`src/rtl/serial_cpu_pkg.sv`:
```
// Shared types and sizes for the bit-serial CPU datapath.
// Holds the word/register-index widths and the serializer state encoding.
package serial_cpu_pkg;

    localparam int WORD_W     = 16;
    localparam int REG_ADDR_W = 3;

    typedef logic [WORD_W-1:0] word_t;

    typedef enum logic [1:0] {
        SER_IDLE,
        SER_SHIFT,
        SER_WB
    } ser_state_t;

    // A 1-bit counter is still needed for a degenerate 1-bit word.
    function automatic int cnt_width(input int w);
        return (w > 1) ? $clog2(w) : 1;
    endfunction

endpackage

```
`src/rtl/reg_serializer_if.sv`:
```
// Register-file side and serial-ALU side signals of the operand serializer.
// The master modport is the requester/ALU side, the slave modport is the serializer.
interface reg_serializer_if
    import serial_cpu_pkg::*;
#(
    parameter int WIDTH  = WORD_W,
    parameter int ADDR_W = REG_ADDR_W
);

    logic              start;
    logic [WIDTH-1:0]  rs1_data;
    logic [WIDTH-1:0]  rs2_data;
    logic [ADDR_W-1:0] rd_in;
    logic              res_bit;

    logic              busy;
    logic              a_bit;
    logic              b_bit;
    logic              first_bit;
    logic              last_bit;
    logic              wb_en;
    logic [ADDR_W-1:0] wb_rd;
    logic [WIDTH-1:0]  wb_data;
    logic              done;

    modport master (
        output start,
        output rs1_data,
        output rs2_data,
        output rd_in,
        output res_bit,
        input  busy,
        input  a_bit,
        input  b_bit,
        input  first_bit,
        input  last_bit,
        input  wb_en,
        input  wb_rd,
        input  wb_data,
        input  done
    );

    modport slave (
        input  start,
        input  rs1_data,
        input  rs2_data,
        input  rd_in,
        input  res_bit,
        output busy,
        output a_bit,
        output b_bit,
        output first_bit,
        output last_bit,
        output wb_en,
        output wb_rd,
        output wb_data,
        output done
    );

endinterface

```
`src/rtl/shift_reg16.sv`:
```
// Generic shift-right register: parallel load, serial in at MSB, serial out at LSB.
// Load takes priority over shift.
module shift_reg16 #(
    parameter int WIDTH = 16
) (
    input  logic             clk,
    input  logic             rst,
    input  logic             load_i,
    input  logic             shift_i,
    input  logic             ser_i,
    input  logic [WIDTH-1:0] par_i,
    output logic             ser_o,
    output logic [WIDTH-1:0] par_o
);

    logic [WIDTH-1:0] data_q;
    logic [WIDTH-1:0] data_d;

    always_comb begin
        data_d = data_q;
        if (load_i) begin
            data_d = par_i;
        end else if (shift_i) begin
            data_d = {ser_i, data_q[WIDTH-1:1]};
        end
    end

    always_ff @(posedge clk or posedge rst) begin
        if (rst) begin
            data_q <= '0;
        end else begin
            data_q <= data_d;
        end
    end

    assign ser_o = data_q[0];
    assign par_o = data_q;

endmodule

```
`src/rtl/reg_serializer.sv`:
```
// Bit-serial operand streamer: captures two operands, streams them LSB-first to the
// serial ALU while collecting result bits, then issues a single register-file write.
module reg_serializer
    import serial_cpu_pkg::*;
#(
    parameter int WIDTH  = WORD_W,
    parameter int ADDR_W = REG_ADDR_W
) (
    input logic             clk,
    input logic             rst,
    reg_serializer_if.slave bus
);

    localparam int                CNT_W    = cnt_width(WIDTH);
    localparam logic [CNT_W-1:0] CNT_LAST = CNT_W'(WIDTH - 1);

    ser_state_t        state_q;
    ser_state_t        state_d;
    logic [CNT_W-1:0]  cnt_q;
    logic [CNT_W-1:0]  cnt_d;
    logic [ADDR_W-1:0] rd_q;
    logic [ADDR_W-1:0] rd_d;
    logic [WIDTH-1:0]  wb_data_q;
    logic [WIDTH-1:0]  wb_data_d;

    logic              accept;
    logic              in_shift;
    logic              a_ser;
    logic              b_ser;
    logic [WIDTH-1:0]  res_par;
    logic [WIDTH-1:0]  a_par_unused;
    logic [WIDTH-1:0]  b_par_unused;
    logic              res_ser_unused;

    shift_reg16 #(.WIDTH(WIDTH)) u_sr_a (
        .clk     (clk),
        .rst     (rst),
        .load_i  (accept),
        .shift_i (in_shift),
        .ser_i   (1'b0),
        .par_i   (bus.rs1_data),
        .ser_o   (a_ser),
        .par_o   (a_par_unused)
    );

    shift_reg16 #(.WIDTH(WIDTH)) u_sr_b (
        .clk     (clk),
        .rst     (rst),
        .load_i  (accept),
        .shift_i (in_shift),
        .ser_i   (1'b0),
        .par_i   (bus.rs2_data),
        .ser_o   (b_ser),
        .par_o   (b_par_unused)
    );

    // Result collector: a full WIDTH-bit shift overwrites every bit, so no clear on accept.
    shift_reg16 #(.WIDTH(WIDTH)) u_sr_res (
        .clk     (clk),
        .rst     (rst),
        .load_i  (1'b0),
        .shift_i (in_shift),
        .ser_i   (bus.res_bit),
        .par_i   ('0),
        .ser_o   (res_ser_unused),
        .par_o   (res_par)
    );

    always_comb begin
        state_d   = state_q;
        cnt_d     = cnt_q;
        rd_d      = rd_q;
        wb_data_d = wb_data_q;
        accept    = 1'b0;
        in_shift  = 1'b0;

        unique case (state_q)
            SER_IDLE: begin
                if (bus.start) begin
                    accept  = 1'b1;
                    rd_d    = bus.rd_in;
                    cnt_d   = '0;
                    state_d = SER_SHIFT;
                end
            end
            SER_SHIFT: begin
                in_shift = 1'b1;
                if (cnt_q == CNT_LAST) begin
                    // Capture the final word including the bit arriving this cycle,
                    // so wb_data stays frozen while the next operation shifts.
                    wb_data_d = {bus.res_bit, res_par[WIDTH-1:1]};
                    state_d   = SER_WB;
                end else begin
                    cnt_d = cnt_q + 1'b1;
                end
            end
            SER_WB: begin
                state_d = SER_IDLE;
            end
            default: begin
                state_d = SER_IDLE;
            end
        endcase
    end

    always_ff @(posedge clk or posedge rst) begin
        if (rst) begin
            state_q   <= SER_IDLE;
            cnt_q     <= '0;
            rd_q      <= '0;
            wb_data_q <= '0;
        end else begin
            state_q   <= state_d;
            cnt_q     <= cnt_d;
            rd_q      <= rd_d;
            wb_data_q <= wb_data_d;
        end
    end

    assign bus.busy      = (state_q != SER_IDLE);
    assign bus.a_bit     = (state_q == SER_SHIFT) & a_ser;
    assign bus.b_bit     = (state_q == SER_SHIFT) & b_ser;
    assign bus.first_bit = (state_q == SER_SHIFT) && (cnt_q == '0);
    assign bus.last_bit  = (state_q == SER_SHIFT) && (cnt_q == CNT_LAST);
    assign bus.wb_en     = (state_q == SER_WB);
    assign bus.done      = (state_q == SER_WB);
    assign bus.wb_rd     = rd_q;
    assign bus.wb_data   = wb_data_q;

endmodule

```
`src/flat_wrapper.sv`:
```
// flat-port wrapper written by rule: the top's interface ports become plain ports
module reg_serializer_flat import serial_cpu_pkg::*;
#(
    parameter int WIDTH  = WORD_W,
    parameter int ADDR_W = REG_ADDR_W
)
  (clk, rst, bus_start, bus_rs1_data, bus_rs2_data, bus_rd_in, bus_res_bit, bus_busy, bus_a_bit, bus_b_bit, bus_first_bit, bus_last_bit, bus_wb_en, bus_wb_rd, bus_wb_data, bus_done);
  reg_serializer_if #(.WIDTH(WIDTH), .ADDR_W(ADDR_W)) bus_i ();
  input logic clk;
  input logic rst;
  input wire logic [$bits(bus_i.start)-1:0] bus_start;
  input wire logic [$bits(bus_i.rs1_data)-1:0] bus_rs1_data;
  input wire logic [$bits(bus_i.rs2_data)-1:0] bus_rs2_data;
  input wire logic [$bits(bus_i.rd_in)-1:0] bus_rd_in;
  input wire logic [$bits(bus_i.res_bit)-1:0] bus_res_bit;
  output wire logic [$bits(bus_i.busy)-1:0] bus_busy;
  output wire logic [$bits(bus_i.a_bit)-1:0] bus_a_bit;
  output wire logic [$bits(bus_i.b_bit)-1:0] bus_b_bit;
  output wire logic [$bits(bus_i.first_bit)-1:0] bus_first_bit;
  output wire logic [$bits(bus_i.last_bit)-1:0] bus_last_bit;
  output wire logic [$bits(bus_i.wb_en)-1:0] bus_wb_en;
  output wire logic [$bits(bus_i.wb_rd)-1:0] bus_wb_rd;
  output wire logic [$bits(bus_i.wb_data)-1:0] bus_wb_data;
  output wire logic [$bits(bus_i.done)-1:0] bus_done;
  assign bus_i.start = bus_start;
  assign bus_i.rs1_data = bus_rs1_data;
  assign bus_i.rs2_data = bus_rs2_data;
  assign bus_i.rd_in = bus_rd_in;
  assign bus_i.res_bit = bus_res_bit;
  assign bus_busy = bus_i.busy;
  assign bus_a_bit = bus_i.a_bit;
  assign bus_b_bit = bus_i.b_bit;
  assign bus_first_bit = bus_i.first_bit;
  assign bus_last_bit = bus_i.last_bit;
  assign bus_wb_en = bus_i.wb_en;
  assign bus_wb_rd = bus_i.wb_rd;
  assign bus_wb_data = bus_i.wb_data;
  assign bus_done = bus_i.done;
  reg_serializer #(.WIDTH(WIDTH), .ADDR_W(ADDR_W)) u_core (.clk(clk), .rst(rst), .bus(bus_i));
endmodule
```
`config.mk`:
```
export PLATFORM = sky130hd
export DESIGN_NAME = reg_serializer_flat
export DESIGN_NICKNAME = d
export VERILOG_FILES = /design/src/rtl/serial_cpu_pkg.sv /design/src/rtl/reg_serializer_if.sv /design/src/rtl/shift_reg16.sv /design/src/rtl/reg_serializer.sv /design/src/flat_wrapper.sv
export SDC_FILE = /design/constraint.sdc
export NUM_CORES = 1
export LEC_CHECK = 0
export CELL_PAD_IN_SITES_DETAIL_PLACEMENT = 1
export CELL_PAD_IN_SITES_GLOBAL_PLACEMENT = 1
export CORE_UTILIZATION = 25
export CTS_CLUSTER_SIZE = 8
export DETAILED_ROUTE_END_ITERATION = 10
export PLACE_DENSITY_LB_ADDON = 0.15
export SYNTH_ARGS = -nofsm -noshare
export SYNTH_HDL_FRONTEND = slang
export SYNTH_HIERARCHICAL = 1
export SYNTH_SLANG_ARGS = --single-unit
```
`constraint.sdc`:
```
create_clock -name clk -period 4.68 [get_ports clk]
set_clock_uncertainty 0.2 [all_clocks]
set_input_delay 0.936 -clock clk [delete_from_list [all_inputs] [get_ports clk]]
set_output_delay 0.936 -clock clk [all_outputs]
set_load 0.05 [all_outputs]
```
==> results.toml, run 1 <==
[run_status]
status = "completed"

[routing]
vias_per_cell = 4.22
final_antenna_net_count = 0
routedWlPerCell_microns = 13.9
wl_mm = 7.56
drt_iter0_markers = 81
dr_total_vias = 2302
drc = 0
first_pass_iters = 4

[clock_tree]
cts_htree_levels = 3
cts_num_sinks = 72
cts_buffers = 9
clockBufferDepth = 2
cts_root_buf = "clkbuf_16"
clk_pin_slew_ns = 0.05
postCtsSetupRepairBufs = 0
clock_latency_ns = 0.33
cts_resized = 0
cts_tree = "done"
cts-hold-fix-buffers = 0

[critical_path]
r2r-start = "u_core/state_q[1]"
rr_worst_depth = 5
path_class = "flip-flop to output port"
r2r_slack_ns = 2.57
cp-end-kind = "output port"
cp.arrival_ns = 2.54
reg2reg_to = "u_core/u_sr_b/par_o[13]"
required_ns = 3.54
crit_fanout = 14
critPathLaunchType = "flip-flop"

[grt]
grt_usage = 0.121
antenna_found_initial = 0
grt_max_degree = 68
first_global_vias = 2557
grt_pass1_wl_mm = 12.9
grt_overflow_total = 0

[power]
powerDensity_mw_per_mm2 = 726
ir_drop_v = 0.000289
finalPower_uw = 3230
leakagePower_uw = 0.00210

[sta]
finalCritPeriodShare = 0.785
slew_headroom = 0.338
drv_slew = 0
fin_setup_tns_ns = 0
max_slew.worst_pin.slew_ns = 0.993
final-hold-violation-count = 0
fmax_ghz = 0.272
setup_viol = 0
period_needed_ns = 3.67
rsz0062_at_grt = "no"

[worst_hold_path]
worstHoldEndpoint = "u_core/bus.wb_data[0]"
hold_start = "u_core/bus.wb_data[0]"
worstHoldPathCells = 1
hp-class = "flip-flop to flip-flop"

[cells_and_area]
drive_gt1_frac = 0.115
nets = 409
diodes = 0
area_growth_pct = 33.4

[place]
io_buffers = 64
place.gp.congestion = 0.764
dp_hpwl_mm = 5.15

[floorplanning]
initial_utilization = 0.260
io_pins = 65
rows = 41
fp.coreArea_sq_mm = 0.0128
die_x_microns = 118
die_height_microns = 118
dieArea_sq_mm = 0.0138

[synthesis]
synth_area_sq_mm = 0.00334
yosysWarnings = 6
netlist_instances = 286
avgSynthCellArea_sq_um = 11.7

[run]
maxCapViolations = 0
[metal layers]
metal  track usage  part of all wire  routed length [microns]
met5             0                 0                        0
met4        0.0697             0.026                      199
met3        0.0310             0.035                      264
met2         0.190              0.48                     3600
met1         0.151              0.46                     3490
[per-stage QoR]
stage / util / cells / worst slack [ns] / instance area (sq um) / hold slack, ns
3_5_place_dp: 0.324 / 529 / 1.35 / 4150 / 0.298
6_report: 0.347 / 545 / 1.01 / 4450 / 0.308
2_1_floorplan: - / 307 / 1.55 / 3420 / 0.279
3_3_place_gp: 0.324 / 529 / 1.31 / 4150 / 0.293
5_1_grt: 0.347 / 545 / 0.819 / 4450 / 0.327
4_1_cts: 0.347 / 545 / 0.954 / 4450 / 0.315
[power by group]
part	internal [uW]	switching [uW]	total, uW
clock	440	249	689
combinational	622	838	1460
sequential	906	176	1080
[flip-flops by register name, indices dropped and copies added (netlist names)]
| name | flops |
|---|---|
| u_core/cnt_q | 4 |
| u_core/bus.wb_rd | 3 |
| u_core/state_q | 2 |
| u_core/u_sr_b/par_o | 16 |
| u_core/bus.wb_data | 16 |
| u_core/u_sr_a/par_o | 16 |
| u_core/u_sr_res/par_o | 15 |
[worst max path at each step]
stage,start,end,slack [ns],cells after the start
2_1_floorplan,u_core/state_q[1],bus_first_bit,1.55,4
3_3_place_gp,u_core/state_q[1],bus_first_bit,1.31,5
3_5_place_dp,u_core/state_q[1],bus_first_bit,1.35,5
4_1_cts,u_core/state_q[1],bus_first_bit,0.95,5
5_1_grt,u_core/state_q[1],bus_first_bit,0.82,5
6_report,u_core/state_q[1],bus_first_bit,1.01,5
[worst max-delay path, stage by stage (launching register included)]
cell and delay [ns]:
dfrtp_1 0.46, nand2b_4 0.22, inv_2 0.30, nand2_1 0.15
nor3b_1 0.24, clkdlybuf4s50_1 0.84
[placed cells by master (no fill, tap or decap)]
| cell type | n |
|---|---|
| clkbuf_8 | 2 |
| o22ai_1 | 1 |
| nor3b_1 | 1 |
| nand2_1 | 49 |
| nor2b_1 | 1 |
| clkbuf_16 | 9 |
| mux2i_1 | 48 |
| o211ai_1 | 1 |
| bufinv_16 | 1 |
| nor3_1 | 1 |
| conb_1 | 22 |
| inv_1 | 8 |
| clkdlybuf4s50_1 | 64 |
| or2_2 | 1 |
| mux2_4 | 9 |
| dfrtp_1 | 72 |
| buf_4 | 3 |
| and2_1 | 2 |
| a31o_2 | 1 |
| ha_1 | 2 |
| clkbuf_1 | 2 |
| nand3_2 | 1 |
| clkinv_2 | 2 |
| nor4b_1 | 1 |
| nand3_1 | 1 |
| o21ai_0 | 17 |
| nor2_1 | 3 |
| nor3b_4 | 1 |
| a2bb2oi_1 | 1 |
| nor2_8 | 1 |
| and4_1 | 1 |
| a211oi_1 | 1 |
| mux2_2 | 10 |
| a2111oi_0 | 1 |
| o21ai_1 | 30 |
| nand2b_4 | 1 |
| inv_2 | 1 |
[cell type report]
type	count	area [sq um]
repair buffers	67	663
multi-input cells	209	1440
flip-flops and latches	72	1800
well taps	172	215
clock inverters	3	40.0
inverters	9	33.8
fillers	1428	8370
clock buffers	13	260
Note: power is estimated with default switching activity, not from simulation.
==> run 2: changes to the inputs <==
clock period = 3.4 ns   (was 4.68 ns; I/O delays follow)
==> run 2 against run 1 <==
Net effect: setup slack worse by 0.52 ns; clock-buffer cell count is 1 lower; total power rose by 36%; register-to-register slack worse by 1.2 ns; core utilization increased by 0.32 points; largest cell class unchanged; via count shrank 0.26%; first-iteration DRC count down 15%; combinational power grew 42%.
==> results.toml, run 2 (synthesized netlist as in run 1, its figures left out) <==
[critical_path]
worstPathBufferInverterCount = 1
path_class = "flip-flop to output port"
crit_family = "buffers and inverters"
crit_slowest_cell = "clkdlybuf4s50_1"
crit_path_max_incr_delay_ns = 0.81
cp-end-kind = "output port"
critPathLaunchType = "flip-flop"
required_ns = 2.52
crit_fanout = 4
crit_chain = "ha_1, nand3_2, nor2_8, clkdlybuf4s50_1"
cp.arrival_ns = 2.03

[power]
ir_drop_v = 0.000347
leakagePower_uw = 0.00214
powerDensity_mw_per_mm2 = 981

[floorplanning]
die_x_microns = 118
io_pins = 65
initial_utilization = 0.260
fp.coreArea_sq_mm = 0.0128
dieArea_sq_mm = 0.0138
die_height_microns = 118
rows = 41

[routing]
drc = 0
drt_iter0_markers = 69
wl_mm = 7.52
dr_total_vias = 2296
top_layer_used = "met4"
met2WireLength_mm = 3.65
final_antenna_net_count = 0
routedWlPerCell_microns = 13.7
wl_met3_microns = 274
vias_per_cell = 4.17
first_pass_iters = 4
wl_met1_mm = 3.50

[cells_and_area]
area_growth_pct = 34.6
drive_gt1_frac = 0.137
diodes = 0
nets = 415
layout_common_cells = "72 x dfrtp_1, 61 x clkdlybuf4s50_1, 49 x nand2_1, 48 x mux2i_1, 30 x o21ai_1"
final_cells = 551
final_common_cell = "dfrtp_1"

[run]
maxCapViolations = 0

[clock_tree]
cts_root_buf = "clkbuf_16"
cts_tree = "done"
clk_pin_slew_ns = 0.05
clock_latency_ns = 0.33
cts-hold-fix-buffers = 0
cts_htree_levels = 3
cts_buffers = 9
clockBufferDepth = 2
postCtsSetupRepairBufs = 0
cts_resized = 0
cts_num_sinks = 72

[place]
dp_hpwl_mm = 5.45
place.gp.congestion = 0.772
io_buffers = 64
dp_cells = 535

[sta]
drv_slew = 0
period_needed_ns = 2.91
rsz0062_at_grt = "no"
max_slew.worst_pin.slew_ns = 0.616
fmax_ghz = 0.343
finalCritPeriodShare = 0.857
fin_setup_tns_ns = 0
setup_viol = 0
final-hold-violation-count = 0
slew_headroom = 0.589

[grt]
first_global_vias = 2611
grt_max_degree = 25
grt_overflow_total = 0
grt_usage = 0.119
antenna_found_initial = 0
grt_pass1_wl_mm = 13.1

[worst_hold_path]
hp-class = "flip-flop to flip-flop"

[run_status]
status = "completed"
-- run 2: cell types whose count changed in the layout (fill, tap and decap cells not counted) --
cell             delta
clkdlybuf4s50_1     -3
clkbuf_8            -1
clkinv_2            +2
buf_4               +6
buf_12              +3
bufinv_16           -1
-- run 2: stage by stage --
stage               setup WS [ns]  area, sq um  hold slack, ns   util  total power [uW]
detailed placement          0.817         4230           0.295  0.329              3610
finish                      0.486         4490           0.305  0.350              4410
CTS                         0.452         4490           0.314  0.350              4490
floorplan                   0.523         3420           0.279      -              3080
global route                0.382         4490           0.328  0.350              4720
global placement            0.847         4230           0.295  0.329              3580
-- run 2: layer usage --
| metal | vias up | global-route usage |
|---|---|---|
| met1 | 1115 | 0.149 |
| met4 | 0 | 0.0457 |
| met2 | 38 | 0.193 |
| li1 | 1135 | - |
| met5 | - | 0 |
| met3 | 8 | 0.0359 |
-- run 2: cell type report --
class | instances | area, sq um
timing repair buffer | 73 | 738
tap | 172 | 215
inverter | 9 | 33.8
fill | 1451 | 8330
clock inverter | 4 | 20.0
sequential | 72 | 1800
clock buffer | 12 | 246
multi-input combinational | 209 | 1440
-- run 2: final timing paths --
check,startpoint,endpoint,slack [ns],cells past startpoint
setup reg to reg,u_core/state_q[1],u_core/u_sr_b/par_o[13],1.37,5
setup / recovery,u_core/cnt_q[1],bus_last_bit,0.49,4
max in group asynchronous,rst,u_core/state_q[1],1.87,3
hold reg to reg,u_core/bus.wb_rd[1],u_core/bus.wb_rd[1],0.30,1
min in group asynchronous,rst,u_core/bus.wb_data[12],0.55,2
hold / removal,u_core/bus.wb_rd[1],u_core/bus.wb_rd[1],0.30,1
-- run 2: where the power goes --
group	total, uW	switching (uW)	internal [uW]
sequential	1490	240	1250
combinational	2080	1160	917
clock	845	337	508
==> run 3: changes to the inputs <==
CTS_BUF_LIST = sky130_fd_sc_hd__clkbuf_2   (was unset)
==> run 3 against run 2 <==
Net effect: first-iteration DRC count increased by 19%; non-clock buffer count unchanged; global-route usage decreased by 0.054 points; via count about the same; die area unchanged; worst hold slack improved by 0.015 ns; sequential power about the same; core utilization decreased by 1.5 points; largest cell class unchanged; highest routed layer unchanged.
==> results.toml, run 3 (synthesized netlist as in run 1, its figures left out) <==
[grt]
grt_overflow_total = 0
first_global_vias = 2590
grt_usage = 0.119
grt_max_degree = 25
grt_pass1_wl_mm = 13.0
antenna_found_initial = 0

[sta]
slew_headroom = 0.590
period_needed_ns = 3.13
final-hold-violation-count = 0
worst_hold_slack_ns = 0.320
setup_viol = 0
max_slew.worst_pin.slew_ns = 0.614
drv_slew = 0
fmax_ghz = 0.319
rsz0062_at_grt = "no"
finalCritPeriodShare = 0.922
fin_setup_tns_ns = 0

[power]
seq_power_share = 0.375
p_sw_uw = 1690
powerDensity_mw_per_mm2 = 915
ir_drop_v = 0.000350
p_comb_frac = 0.527
finalPower_uw = 3940
pwr-share-clk = 0.098
p_sw_frac = 0.429
p_int_uw = 2250
leakagePower_uw = 0.00206

[floorplanning]
die_x_microns = 118
die_height_microns = 118
fp.coreArea_sq_mm = 0.0128
io_pins = 65
rows = 41
dieArea_sq_mm = 0.0138
initial_utilization = 0.260

[clock_tree]
cts_htree_levels = 3
cts_buffers = 9
clk_pin_slew_ns = 0.19
clockBufferDepth = 2
cts_resized = 0
postCtsSetupRepairBufs = 0
cts_tree = "done"
clock_latency_ns = 0.50
cts-hold-fix-buffers = 0
cts_num_sinks = 72
cts_root_buf = "clkbuf_2"

[cells_and_area]
nets = 415
diodes = 0
area_growth_pct = 29.0
drive_gt1_frac = 0.140
final_cells = 551
utilization = 0.336
layout_common_cells = "72 x dfrtp_1, 61 x clkdlybuf4s50_1, 49 x nand2_1, 48 x mux2i_1, 30 x o21ai_1"
final_common_cell = "dfrtp_1"

[place]
io_buffers = 64
dp_cells = 535
dp_hpwl_mm = 5.45
place.gp.congestion = 0.772

[critical_path]
cp.arrival_ns = 2.25
crit_fanout = 4
r2r_slack_ns = 1.35
cp-end-kind = "output port"
r2r-start = "u_core/state_q[1]"
path_class = "flip-flop to output port"
reg2reg_to = "u_core/u_sr_b/par_o[15]"
required_ns = 2.52
critPathLaunchType = "flip-flop"
rr_worst_depth = 5

[routing]
wl_mm = 7.49
routedWlPerCell_microns = 13.6
drt_iter0_markers = 82
final_antenna_net_count = 0
first_pass_iters = 4
drc = 0
vias_per_cell = 4.16
dr_total_vias = 2294

[run_status]
status = "completed"

[worst_hold_path]
hp-class = "input pin to asynchronous set/reset pin"

[run]
maxCapViolations = 0
==> run 3: changes by cell type in the layout (fill, tap and decap cells not counted) <==
cell       change
clkbuf_1       -2
clkbuf_2      +11
clkbuf_8       -1
clkbuf_16      -9
clkinv_1       +1
==> run 3: area by class of cell <==
| class | instances | area [sq um] |
|---|---|---|
| timing repair buffer | 73 | 738 |
| sequential | 72 | 1800 |
| clock inverter | 5 | 23.8 |
| inverter | 9 | 33.8 |
| tap | 172 | 215 |
| multi-input combinational | 209 | 1440 |
| clock buffer | 11 | 55.1 |
| fill | 1466 | 8520 |
==> run 3: power by group through the flow <==
| stage | combinational (uW) | clock (uW) | sequential (uW) |
|---|---|---|---|
| finish | 2080 | 385 | 1480 |
| global route | 2270 | 448 | 1530 |
| CTS | 2110 | 423 | 1490 |
| detailed placement | 2100 | 0 | 1510 |
| global placement | 2080 | 0 | 1500 |
| floorplan | 1300 | 0 | 1780 |
==> run 3: routing by layer <==
metal / track usage / share of wire
met5: 0 / 0
met2: 0.192 / 0.48
met3: 0.0344 / 0.037
met1: 0.148 / 0.47
met4: 0.0505 / 0.019
==> run 3: worst max-delay path, stage by stage, from the launching register on <==
cell and delay [ns]:
dfrtp_1 0.41, ha_1 0.21, nand3_2 0.17, nor2_8 0.14, clkdlybuf4s50_1 0.81
==> run 3: worst max-delay path by stage <==
stage,start,end,cells past startpoint
floorplan,u_core/state_q[1],bus_first_bit,4
global placement,u_core/cnt_q[0],bus_last_bit,4
global route,u_core/cnt_q[1],bus_last_bit,4
finish,u_core/cnt_q[0],bus_last_bit,4
CTS,u_core/cnt_q[1],bus_last_bit,4
detailed placement,u_core/cnt_q[1],bus_last_bit,4
==> run 3: per-stage QoR <==
step           setup slack [ns]  cell area [sq um]
6_report                  0.266               4300
5_1_grt                   0.102               4300
3_5_place_dp              0.817               4230
2_1_floorplan             0.523               3420
4_1_cts                   0.176               4300
3_3_place_gp              0.847               4230
